$ cat config.mk
export PLATFORM = sky130hd
export DESIGN_NAME = dmem_responder
export DESIGN_NICKNAME = d
export VERILOG_FILES = /design/src/rtl/dmem_responder.sv
export SDC_FILE = /design/constraint.sdc
export NUM_CORES = 1
export LEC_CHECK = 0
export CAP_MARGIN = 20
export CORE_ASPECT_RATIO = 0.6
export CORE_MARGIN = 2
export CORE_UTILIZATION = 35
export DETAILED_ROUTE_END_ITERATION = 8
export MAX_ROUTING_LAYER = met4
export PLACE_DENSITY = 0.6
export SLEW_MARGIN = 40
export SYNTH_ARGS = -nofsm -noshare
export SYNTH_HDL_FRONTEND = slang
export SYNTH_SLANG_ARGS = --single-unit
$ cat constraint.sdc
create_clock -name clk -period 6.5 [get_ports clk]
set_input_delay 1.3 -clock clk [delete_from_list [all_inputs] [get_ports clk]]
set_output_delay 1.3 -clock clk [all_outputs]
set_load 0.005 [all_outputs]
$ cat src/rtl/dmem_responder.sv
// Wait-stated 16x16 data memory responder with a valid/ready request and response handshake.
// Optional per-word even parity with error injection when DMEM_PARITY_EN is defined.
module dmem_responder #(
  parameter int WAIT_CYC = 1
) (
  input  logic        clk,
  input  logic        rst_n,
  input  logic        req_valid,
  input  logic        req_we,
  input  logic [3:0]  req_addr,
  input  logic [15:0] req_wdata,
  output logic        req_ready,
  output logic        rsp_valid,
  output logic [15:0] rsp_rdata,
  input  logic        rsp_ready,
`ifdef DMEM_PARITY_EN
  input  logic        par_inj,
  output logic        par_err,
`endif
  output logic        busy
);

  typedef enum logic [1:0] {
    IDLE = 2'd0,
    WAIT = 2'd1,
    RESP = 2'd2
  } state_t;

  localparam int         WAIT_M1   = (WAIT_CYC > 32'sd0) ? (WAIT_CYC - 32'sd1) : 32'sd0;
  localparam logic [2:0] WAIT_LOAD = WAIT_M1[2:0];

  function automatic logic even_par(input logic [15:0] d);
    return ^d;
  endfunction

  state_t      state_r;
  state_t      state_nx_s;
  logic [2:0]  cnt_r;
  logic [2:0]  cnt_nx_s;
  logic        accept_s;
  logic        commit_s;
  logic        we_r;
  logic [3:0]  addr_r;
  logic [15:0] wdata_r;
  logic        acc_we_s;
  logic [3:0]  acc_addr_s;
  logic [15:0] acc_wdata_s;
  logic [15:0] mem_r [16];
  logic        req_ready_r;
  logic        rsp_valid_r;
  logic [15:0] rsp_rdata_r;
  logic        busy_r;
`ifdef DMEM_PARITY_EN
  logic        par_r [16];
  logic        par_err_r;
`endif

  // Next-state, wait counter and commit decode
  always_comb begin
    state_nx_s = state_r;
    cnt_nx_s   = cnt_r;
    accept_s   = 1'b0;
    commit_s   = 1'b0;
    case (state_r)
      IDLE: begin
        if (req_valid) begin
          accept_s = 1'b1;
          if (WAIT_CYC == 32'sd0) begin
            state_nx_s = RESP;
            commit_s   = 1'b1;
            cnt_nx_s   = 3'd0;
          end else begin
            state_nx_s = WAIT;
            cnt_nx_s   = WAIT_LOAD;
          end
        end else begin
          state_nx_s = IDLE;
        end
      end
      WAIT: begin
        if (cnt_r == 3'd0) begin
          state_nx_s = RESP;
          commit_s   = 1'b1;
        end else begin
          cnt_nx_s = cnt_r - 3'd1;
        end
      end
      RESP: begin
        if (rsp_ready) begin
          state_nx_s = IDLE;
        end else begin
          state_nx_s = RESP;
        end
      end
      default: begin
        state_nx_s = IDLE;
        cnt_nx_s   = 3'd0;
      end
    endcase
  end

  // With zero wait states the commit happens on the accept edge, so use the live request
  always_comb begin
    acc_we_s    = we_r;
    acc_addr_s  = addr_r;
    acc_wdata_s = wdata_r;
    if (state_r == IDLE) begin
      acc_we_s    = req_we;
      acc_addr_s  = req_addr;
      acc_wdata_s = req_wdata;
    end else begin
      acc_we_s    = we_r;
      acc_addr_s  = addr_r;
      acc_wdata_s = wdata_r;
    end
  end

  // State, counter and state-decoded output registers
  always_ff @(posedge clk or negedge rst_n) begin
    if (!rst_n) begin
      state_r     <= IDLE;
      cnt_r       <= 3'd0;
      req_ready_r <= 1'b1;
      busy_r      <= 1'b0;
      rsp_valid_r <= 1'b0;
    end else begin
      state_r     <= state_nx_s;
      cnt_r       <= cnt_nx_s;
      req_ready_r <= (state_nx_s == IDLE);
      busy_r      <= (state_nx_s != IDLE);
      rsp_valid_r <= (state_nx_s == RESP);
    end
  end

  // Request capture on acceptance; later req_* changes are ignored
  always_ff @(posedge clk or negedge rst_n) begin
    if (!rst_n) begin
      we_r    <= 1'b0;
      addr_r  <= 4'd0;
      wdata_r <= 16'd0;
    end else if (accept_s) begin
      we_r    <= req_we;
      addr_r  <= req_addr;
      wdata_r <= req_wdata;
    end
  end

  // Storage array; a store only lands on the edge entering RESP
  always_ff @(posedge clk or negedge rst_n) begin
    if (!rst_n) begin
      for (int i = 0; i < 16; i++) begin
        mem_r[i] <= 16'd0;
`ifdef DMEM_PARITY_EN
        par_r[i] <= 1'b0;
`endif
      end
    end else if (commit_s && acc_we_s) begin
      mem_r[acc_addr_s] <= acc_wdata_s;
`ifdef DMEM_PARITY_EN
      par_r[acc_addr_s] <= even_par(acc_wdata_s) ^ par_inj;
`endif
    end
  end

  // Response data, held until the next commit
  always_ff @(posedge clk or negedge rst_n) begin
    if (!rst_n) begin
      rsp_rdata_r <= 16'd0;
    end else if (commit_s) begin
      rsp_rdata_r <= acc_we_s ? 16'd0 : mem_r[acc_addr_s];
    end
  end

`ifdef DMEM_PARITY_EN
  // Parity check result, live only for the duration of RESP
  always_ff @(posedge clk or negedge rst_n) begin
    if (!rst_n) begin
      par_err_r <= 1'b0;
    end else if (commit_s) begin
      par_err_r <= !acc_we_s && (even_par(mem_r[acc_addr_s]) != par_r[acc_addr_s]);
    end else if (state_nx_s != RESP) begin
      par_err_r <= 1'b0;
    end
  end

  assign par_err = par_err_r;
`endif

  assign req_ready = req_ready_r;
  assign rsp_valid = rsp_valid_r;
  assign rsp_rdata = rsp_rdata_r;
  assign busy      = busy_r;

endmodule

==> impl_metrics.ini <==
[cts]
cts-buffers-inserted = 28
clk_latency_ps = 560
cts_buffer_depth = 3
postCtsSetupBuffers = 0
cts_tree = yes
clock_tree.root_cell = clkbuf_16
path_clk_slew_ps = 60
htree_levels = 1
cts.sinks = 301
cts-hold-fix-buffers = 0
cts_resized = 0

[timing]
rsz0062_at_grt = no
tightest_slew_ps = 772
finalHoldViolations = 0
final.setup.worst_slack_ps = 2880
holdWs_ps = 480
slew_headroom_pct = 48.4
fin_skew_ps = 17.9
setup_violations = 0
slew_viol_final = 0
setup_tns_ps = 0
fin_crit_ps = 3620
max_freq_mhz = 277
fin_crit_sh_pct = 55.6

[worst_hold_path]
hold_class = register to register

[worst_setup_path]
critPathRequiredTime_ps = 6910
crit_type = input pin to register
reg2reg_slack_ps = 3260
critical_path_arrival_ps = 4030
critPathCaptureType = register
cp-start-kind = input pin
path_max_fanout = 18

[layout]
final_cells = 1766
drive_gt1_share_pct = 9.47
fillCellCount = 3355
final_cell_mix = dfrtp_1, nand2_1, o21ai_1
postLayoutCellArea_um2 = 14500
layout_commonest_cell = dfrtp_1
fin_nets = 1306
area_delta_synth_final_pct = 16.0
n_antenna_cell = 0

[detailed_routing]
viasPerCell = 5.42
drt_pass1_iterations = 7
wl_per_cell_um = 20.0
final_antenna_net_count = 0
vias = 9565
routed_wirelength_um = 35300
drt_iter0_drc = 767
drc = 0

[synth]
synth_top_area_share_pct = 60.2
synthTopCellsByArea = dfrtp_1, nand2_1, o22ai_1
ys_seq_area_share_pct = 60.4
netlist_area_um2 = 12500
synthesis.nets = 1308
synth_cell_type_count = 31
synth_area_per_cell_um2 = 9.73
synth.largest_area_cell = dfrtp_1
syn_inst = 1281
ys_warn_count = 0
ys_ff_latch = 301

[floorplanning]
io_pins = 44
core_area_um2 = 35100
die_w_um = 248
die_h_um = 150
die_area_um2 = 37200
rows = 53
start_util_pct = 35.5

[pwr]
p_leak_nw = 6.32
ir_worst_vdd_v = 0.000331
power.density_nw_per_um2 = 524

[place]
hpwl_um = 21200
numPlacedInstances = 1715
dp_slack_ps = 2420
post_dp_cell_area_um2 = 13400
io_buffer_count = 43
gp_congestion = 0.784

[grt]
grt_overflow_total = 0
grt_start_max_net_pins = 124
grt_pass1_wl_um = 55800
grtUsageTotal_pct = 20.2
grt_pass1_vias = 9368
antenna_found_initial = 0

[flow_run]
drv_cap = 0

[outcome]
outcome = complete, no violations
[worst paths after layout]
check                                         end  cells past startpoint                    from
max                        mem_r[139]$_DFFE_PN0P_                      8             req_addr[0]
min                        mem_r[127]$_DFFE_PN0P_                      2  mem_r[127]$_DFFE_PN0P_
max reg2reg                mem_r[139]$_DFFE_PN0P_                      7    state_r[0]$_DFF_PN0_
min reg2reg                mem_r[127]$_DFFE_PN0P_                      2  mem_r[127]$_DFFE_PN0P_
max in group asynchronous   mem_r[61]$_DFFE_PN0P_                      4                   rst_n
min in group asynchronous    cnt_r[2]$_DFFE_PN0P_                      1                   rst_n
[Yosys cell counts]
cell type	instances
mux2_2	19
and2_0	1
mux2i_1	17
nor4b_1	2
nand4_1	16
or3_1	1
nand4b_1	1
ha_1	2
buf_2	68
nor2_1	73
a31oi_1	4
or2_1	2
o22ai_1	130
nand3_1	2
o21ai_0	120
nand3b_1	6
o31ai_1	1
buf_1	1
nor4bb_1	1
buf_4	4
xor2_1	1
nand2b_1	3
dfrtp_1	300
dfstp_2	1
clkbuf_1	43
o21ai_1	157
nor4_1	1
and2_1	4
nand2_1	227
inv_1	7
a21oi_1	66
[flip-flops by register name, indices dropped and copies added, names as in the netlist]
register   cells
wdata_r       16
state_r        2
mem_r        256
addr_r         4
req_ready      1
we_r           1
cnt_r          3
busy           1
rsp_rdata     16
rsp_valid      1
[through the flow]
step / power, W / utilization (%)
floorplan: 0.00473 / -
global placement: 0.00566 / 38.0
detailed placement: 0.00574 / 38.2
CTS: 0.00756 / 41.1
global route: 0.00807 / 41.2
finish: 0.00758 / 41.2
[cell families after synthesis]
kind of cell	Yosys count	synth area share, %
AOI/OAI and AO/OA	478	20.6
and+or+nand+nor	340	11.2
DFF	301	60.4
xor gates and xnor gates	1	0.0703
buffers and inverters	123	4.51
muxes	36	3.08
adders and majority gates	2	0.201
[layer usage]
metal | global-route usage [%] | vias to the layer above | wire [um]
met5 | - | - | 0
met4 | 3.23 | 0 | 565
met3 | 4.44 | 48 | 2300
met2 | 28.6 | 272 | 14800
met1 | 29.9 | 4737 | 17700
li1 | - | 4508 | -
[power by group]
| group | internal (W) | switching, W | total [W] |
|---|---|---|---|
| logic | 0.00104 | 0.00176 | 0.00280 |
| registers | 0.00256 | 0.000405 | 0.00297 |
| clock network | 0.00107 | 0.000732 | 0.00181 |
| total | 0.00468 | 0.00289 | 0.00758 |
[area by class of cell]
class	count	area (um2)	area share, %
flip-flops and latches	301	7530	52.1
well taps	467	584	4.04
repair buffers	84	820	5.67
inverters	7	26.3	0.182
clock buffers	41	861	5.95
clock inverters	9	158	1.09
multi-input cells	857	4480	31.0
[worst max-delay path, cell delays in order]
cell and delay (ps):
clkdlybuf4s50_1 540, nor4bb_1 540, a31oi_4 60, nor2_1 420
nand2_1 560, buf_4 420, nand2_1 90, o21ai_0 70
(Power assumes the default switching activity.)
